$ cat src/rtl/slice_fcarry_cfgreg.sv
// rtl/slice_fcarry_cfgreg.sv - Fracturable LUT slice with mux carry chain and double-buffered serial config
module slice_fcarry_cfgreg #(
    parameter int LUT_INPUTS = 4,
    parameter int NUM_LUTS   = 4,
    parameter int LUT_CFG    = 2**LUT_INPUTS + 2,
    parameter int CFG_BITS   = NUM_LUTS*LUT_CFG + 1
) (
    input  logic                           clk,
    input  logic                           rst,
    input  logic [LUT_INPUTS*NUM_LUTS-1:0] luts_in,
    input  logic                           ci,
    input  logic                           ce,
    input  logic                           cfg_in,
    input  logic                           cfg_shift,
    input  logic                           cfg_commit,
    output logic                           cfg_out,
    output logic [NUM_LUTS-1:0]            comb_out,
    output logic [NUM_LUTS-1:0]            sec_out,
    output logic [NUM_LUTS-1:0]            reg_out,
    output logic                           co,
    output logic                           cfg_done,
    output logic                           cfg_err
);
    localparam int TT = 2**LUT_INPUTS;
    localparam int CW = $clog2(CFG_BITS + 1);
    localparam logic [CW-1:0] CNT_FULL = CW'(CFG_BITS);

    typedef enum logic [1:0] {EMPTY, PARTIAL, FULL} load_state_t;

    load_state_t         state_q, state_d;
    logic [CW-1:0]       cnt_q, cnt_d;
    logic [CFG_BITS-1:0] shadow_q;
    logic [CFG_BITS-1:0] active_q;
    logic                commit_ok;
    logic [NUM_LUTS-1:0] init_vec;
    logic [NUM_LUTS:0]   carry;

    // Load state tracks the counter; a commit racing a shift is never legal.
    always_comb begin
        cnt_d     = cnt_q;
        state_d   = state_q;
        commit_ok = cfg_commit && !cfg_shift && (state_q == FULL);
        if (commit_ok) begin
            cnt_d = '0;
        end else if (cfg_shift && (cnt_q != CNT_FULL)) begin
            cnt_d = cnt_q + 1'b1;
        end
        if (cnt_d == '0) begin
            state_d = EMPTY;
        end else if (cnt_d == CNT_FULL) begin
            state_d = FULL;
        end else begin
            state_d = PARTIAL;
        end
    end

    always_ff @(posedge clk) begin
        if (rst) begin
            state_q  <= EMPTY;
            cnt_q    <= '0;
            shadow_q <= '0;
            active_q <= '0;
            cfg_done <= 1'b0;
            cfg_err  <= 1'b0;
        end else begin
            state_q <= state_d;
            cnt_q   <= cnt_d;
            if (cfg_shift) begin
                shadow_q <= {cfg_in, shadow_q[CFG_BITS-1:1]};
            end
            if (commit_ok) begin
                active_q <= shadow_q;
                cfg_done <= 1'b1;
                cfg_err  <= 1'b0;
            end else if (cfg_commit) begin
                cfg_err  <= 1'b1;
            end
        end
    end

    assign cfg_out = shadow_q[0];

    always_comb begin
        init_vec = '0;
        for (int i = 0; i < NUM_LUTS; i++) begin
            init_vec[i] = shadow_q[i*LUT_CFG + TT + 1];
        end
    end

    // Carry mode uses the upper half as propagate and the lower half as generate.
    always_comb begin : lut_eval
        logic [TT-1:0]         truth;
        logic                  frac;
        logic [LUT_INPUTS-1:0] addr;
        logic [LUT_INPUTS-2:0] low_addr;
        logic                  full;
        logic                  hi;
        logic                  lo;
        comb_out = '0;
        sec_out  = '0;
        carry    = '0;
        carry[0] = ci;
        for (int i = 0; i < NUM_LUTS; i++) begin
            truth    = active_q[i*LUT_CFG +: TT];
            frac     = active_q[i*LUT_CFG + TT];
            addr     = luts_in[LUT_INPUTS*i +: LUT_INPUTS];
            low_addr = addr[LUT_INPUTS-2:0];
            full     = truth[addr];
            hi       = truth[{1'b1, low_addr}];
            lo       = truth[{1'b0, low_addr}];
            if (active_q[CFG_BITS-1]) begin
                comb_out[i]  = hi ^ carry[i];
                sec_out[i]   = lo;
                carry[i+1]   = hi ? carry[i] : lo;
            end else begin
                comb_out[i]  = frac ? hi : full;
                sec_out[i]   = frac ? lo : 1'b0;
                carry[i+1]   = 1'b0;
            end
        end
        co = active_q[CFG_BITS-1] ? carry[NUM_LUTS] : 1'b0;
    end

    always_ff @(posedge clk) begin
        if (rst) begin
            reg_out <= '0;
        end else if (commit_ok) begin
            reg_out <= init_vec;
        end else if (ce) begin
            reg_out <= comb_out;
        end
    end
endmodule

$ cat config.mk
export PLATFORM = sky130hd
export DESIGN_NAME = slice_fcarry_cfgreg
export DESIGN_NICKNAME = d
export VERILOG_FILES = /design/src/rtl/slice_fcarry_cfgreg.sv
export SDC_FILE = /design/constraint.sdc
export NUM_CORES = 1
export LEC_CHECK = 0
export BUFFER_PORTS_ARGS = -buffer_cell sky130_fd_sc_hd__buf_4
export CELL_PAD_IN_SITES_DETAIL_PLACEMENT = 0
export CELL_PAD_IN_SITES_GLOBAL_PLACEMENT = 1
export CORE_ASPECT_RATIO = 1.2
export CORE_MARGIN = 2
export CORE_UTILIZATION = 47
export DETAILED_ROUTE_END_ITERATION = 8
export HOLD_SLACK_MARGIN = 0.03
export PLACE_DENSITY = 0.83
export REMOVE_ABC_BUFFERS = 1
export SLEW_MARGIN = 25
export SYNTH_ARGS = -nofsm -noshare
export SYNTH_HDL_FRONTEND = slang
export SYNTH_SLANG_ARGS = --single-unit
$ cat constraint.sdc
create_clock -name clk -period 2.47 [get_ports clk]
set_input_delay 0.247 -clock clk [delete_from_list [all_inputs] [get_ports clk]]
set_output_delay 0.247 -clock clk [all_outputs]
set_load 0.02 [all_outputs]
### Word-level counts from Yosys, hierarchy flattened

Index checks and enable logic that the tools add are counted.

* register bits after elaboration: 161
* latch bits: 0
* RAM bits: 0
* ROM bits: 0
* memories kept: 0

* add/sub/neg operators: 1
* multiply operators: 0
* div/mod/pow operators: 0
* $lt $le $gt $ge: 12
* equal/unequal tests: 3
* shift operators: 0
* muxes and demuxes: 53
* bitwise gates (word level): 4
* reductions and logical operators: 8

Operators with widths (count)
* $lt 4x5->1 const B: 8
* $mux 1: 36
* $bmux 1 s3: 8
* $lt 3x5->1 const B: 4
* $bmux 1 s4: 4
* $mux 7: 2
* $mux 4: 2
* $add 7x1->7 const B: 1
* $eq 7x7->1 const B: 1
* $logic_not 7->1: 1
* $ne 7x7->1 const B: 1
* $reduce_or 2->1: 2
* $xor 1x1->1: 4
* $logic_and 1x1->1: 3
* $eq 2x2->1 const B: 1
* $mux 2: 1
* $reduce_bool 2->1: 1
* $logic_not 1->1: 1

### Logic depth before layout (Yosys ltp)

* word-level depth: 12
* mapped depth: 8

### Worst setup path after synthesis

No wires, ideal clock.

* path kind: input to output
* start point: input port luts_in[6]
* end point: output port co
* data arrival time: 2.134 ns
* required time: 2.223 ns
* path slack: 0.089 ns
* stages on the path: 7
* buffers on the path: 1
* cells stage by stage: clkbuf_1 -> mux4_2 -> mux2i_1 -> or3b_1 -> a21oi_2 -> nor2_1 -> a22oi_1

* longest elaborated chain between the ends: 8
* elaborated cells on any way between the ends: 10
* classes of those cells: mux (10)

RTL lines
* start: declaration: line 10 `input logic [LUT_INPUTS*NUM_LUTS-1:0] luts_in,`
* $bmux 1 s3 (on tied branches): line 110, 109
* $mux 1 (on tied branches): line 110, 109
* $mux 1 (*): line 114 `carry[i+1] = hi ? carry[i] : lo;`
* $mux 1 (*): line 111 `if (active_q[CFG_BITS-1]) begin`
* $mux 1 (*): line 114
* $mux 1 (*): line 111
* $mux 1 (*): line 114
* $mux 1 (*): line 121 `co = active_q[CFG_BITS-1] ? carry[NUM_LUTS] : 1'b0;`
* end: declaration: line 20 `output logic co,`

Mark *: on every way between the ends. The rest lies on a longest branch, timed or not. The select of a mux whose other input is x is not followed.

### Worst setup path after layout

* start point: register active_q[33]
* end point: output port co

* longest elaborated chain between the ends: 8

RTL lines
* start: declaration: line 33 `logic [CFG_BITS-1:0] active_q;`
* start signal: assignment: line 72 `active_q <= shadow_q;`
* $bmux 1 s3: line 109 `hi = truth[{1'b1, low_addr}];`
* $mux 1 (implied by the code): line 109
* $mux 1: line 114
* $mux 1: line 111
* $mux 1: line 114
* $mux 1: line 111
* $mux 1: line 114
* $mux 1: line 121

Every way passes these cells. The select of a mux whose other input is x is not followed.

==> impl_summary.log <==
INFO  metric drc = 0
INFO  metric largest_voltage_drop_on_the_vdd_net = 0.465 mV
INFO  metric post-route-worst-setup-slack = -237 ps
INFO  metric tritoncts.num_buffers = 17
INFO  metric io_pins = 39
INFO  metric finalHoldWorstSlack = 75.5 ps
INFO  metric wl_met3 = 624 um
INFO  metric slew_violations = 0
INFO  metric totalWireLength = 13.3 mm
INFO  metric achievable-frequency = 369 MHz
INFO  metric io_buffer_count = 38
INFO  metric die_width = 112 um
INFO  metric placementRows = 47
INFO  metric drtPass1Iterations = 5
INFO  metric final_cell_mix = dfxtp_1, nand2_1, nor2_1, mux2i_1, a21oi_1
INFO  metric grt.total_usage = 18.6%
INFO  metric antenna_violations_before_repair = 0
INFO  metric die-height = 133 um
INFO  metric critPathRequiredTime = 2220 ps
INFO  metric met1_length = 6.10 mm
INFO  metric tritoncts_clock_tree = done
INFO  metric syn-cell-area = 6540 um2
INFO  metric syn2layout_area_growth = 17.4%
INFO  metric route.vias.total = 4,801
INFO  metric cts-root-to-sink-buffers = 2
INFO  metric cts.reportedPaths.clkPinSlew = 60 ps
INFO  metric postSynthRegisterBits = 157
INFO  metric period_share = 110%
INFO  metric final_util = 56.0%
INFO  metric critPathArrivalTime = 2460 ps
INFO  metric worst_pin_slew = 707 ps
INFO  metric clkSinkCount = 157
INFO  metric synth-edff-count = 0
INFO  metric classification_of_the_worst_slack_hold_path = input pin to flop
INFO  metric initial_utilization = 47.7%
INFO  metric critPathKind = flop to output pin
INFO  metric startpoint_type = flop
INFO  metric cts_htree_levels = 4
INFO  metric worst_case_headroom_to_the_max_slew_limit = 52.8%
INFO  metric synth-warning-count = 0
INFO  metric grt_first_pass_wirelength = 22.1 mm
INFO  metric ys_seq_area_share = 48.1%
INFO  metric half_perimeter_wire_length_of_the_detailed_placement_result = 8.71 mm
INFO  metric asyncSetResetFlopFracSynth = 0%
INFO  metric antenna-diode-count = 0
INFO  metric mostFrequentLayoutCell = dfxtp_1
INFO  metric post_route_cells_drive_above_1_share = 16.7%
INFO  metric rsz0062_at_grt = true
INFO  metric syn-mean-instance-area = 9.34 um2
INFO  metric timing.max_cap.violations = 0
INFO  metric period_minus_slack = 2710 ps
INFO  metric violated_checks = negative setup slack
INFO  metric result_of_the_run = finished with violations
INFO  metric avgRoutedWirePerCell = 14.7 um
INFO  metric floorplan.core_area = 13,700 um2
INFO  metric drt-vias-per-instance = 5.28
INFO  metric dominant_synthesized_flop_cell = dfxtp_1
INFO  metric maxUsedRoutingLayer = met4
INFO  metric grt_overflow_total = 0
INFO  metric regArea = 3140 um2
INFO  metric finalSetupViolations = 4
INFO  metric clock_network_latency_to_the_later_pin_of_the_worst_skew_pair = 430 ps
INFO  metric synth.distinct_cells = 57
INFO  metric final_net_count = 751
INFO  metric timing.critical_path.to_type = output pin
INFO  metric synthesis.instances = 700
INFO  metric drt_first_iter_violations = 196
INFO  metric multi_input_area = 3260 um2
INFO  metric final.fill_count = 1,248
INFO  metric via_count_of_the_first_global_routing_pass = 4,675
INFO  metric power_per_cell_area = 704 nW/um2
INFO  metric die_area = 14,900 um2
INFO  metric detail_route_met2_wl = 6.40 mm
INFO  metric gp_routability_congestion = 0.762
INFO  metric ctsRootBufferMaster = clkbuf_16
INFO  metric finClkSkew = 4.16 ps
INFO  metric grt_max_degree = 149
INFO  metric power_leakage = 2.92 nW
INFO  metric detail-route-antenna-nets = 0
INFO  metric critical_path_peak_fanout = 4
INFO  metric report.final.hold_viol_count = 0
-- worst max-delay path, cell delays in order (launching register included) --
cell	delay [ps]
dfxtp_2	320
mux4_2	470
mux2i_2	200
or3b_4	420
a21oi_4	180
nor2_2	80
a22oi_2	200
buf_4	170
-- cells in the mapped netlist (2+ instances only) --
cell type,number,share of area [%]
dfxtp_1,157,48
nand2_1,148,8.5
nor2_1,99,5.7
mux2i_1,80,12
a21oi_1,73,5.6
clkbuf_1,39,2.2
mux4_2,16,5.5
buf_1,7,0.40
xnor2_1,7,0.94
mux4_1,5,2.0
nand3_1,5,0.38
nor3_1,4,0.31
xor2_1,4,0.54
inv_1,3,0.17
mux2i_4,3,1.0
or2_2,3,0.29
a311oi_1,2,0.27
a31o_1,2,0.27
ha_1,2,0.38
nand2b_1,2,0.19
o21ai_0,2,0.15
o21ai_1,2,0.15
-- registers in the layout, summed over array words and instances, names as in the netlist --
register,count
cfg_err,1
active_q,69
cnt_q,7
state_q,2
cfg_done,1
shadow_q,73
reg_out,4
-- repair_timing --
action / 4_1_cts / 5_1_grt
setup buffers: 0 / 1
endpoints found under the hold margin: 0 / 0
gates resized for setup: 11 / 7
cloned: 0 / 0
pin swaps: 2 / 0
hold buffers: 0 / 0
setup endpoints to repair: 5 / 5
-- area by class of cell --
class	count	area share, %
tap	171	2.79
multi-input combinational	491	42.5
clock inverter	7	1.47
clock buffer	24	6.15
inverter	4	0.196
sequential	157	41.0
timing repair buffer	55	5.86
-- per-layer routing --
metal	global-route usage, %	up-vias
met3	5.23	16
li1	-	2426
met2	29.2	85
met1	23.6	2274
met5	0	-
met4	9.19	0
-- worst paths after layout --
kind | startpoint | end | slack [ps] | depth (start not counted)
setup / recovery | active_q[33] | co | -240 | 7
hold / removal | cfg_in | shadow_q[72] | 80 | 3
setup reg to reg | active_q[15] | reg_out[1] | 220 | 8
hold reg to reg | active_q[40] | active_q[40] | 450 | 2
-- cells by family after synthesis --
| logic type | count (synthesis) | share of synthesized area (%) |
|---|---|---|
| xor+xnor | 11 | 1.47 |
| simple gates | 275 | 17.0 |
| mux | 107 | 21.4 |
| flops | 157 | 48.1 |
| fa+ha+maj | 2 | 0.383 |
| buf+inv | 52 | 3.12 |
| compound gates | 96 | 8.46 |
-- power by group --
part | switching [W] | total (W) | internal [W] | leakage (nW)
clock | 0.000984 | 0.00262 | 0.00163 | 0.284
sequential | 0.0000121 | 0.00255 | 0.00254 | 1.27
combinational | 0.000128 | 0.000227 | 0.0000992 | 1.37
-- through the flow --
stage	cell area, um2	setup TNS, ps	setup slack [ps]	total power (W)	std cells
after CTS	7630	-840	-269	0.00545	908
final	7670	-671	-237	0.00540	909
after global placement	7020	0	32.4	0.00283	877
after global routing	7670	-1120	-350	0.00558	909
after floorplan	6350	-281060	-3960	0.00269	652
after detailed placement	7020	0	0.194	0.00284	877
Power figures use the tool's default switching activity.
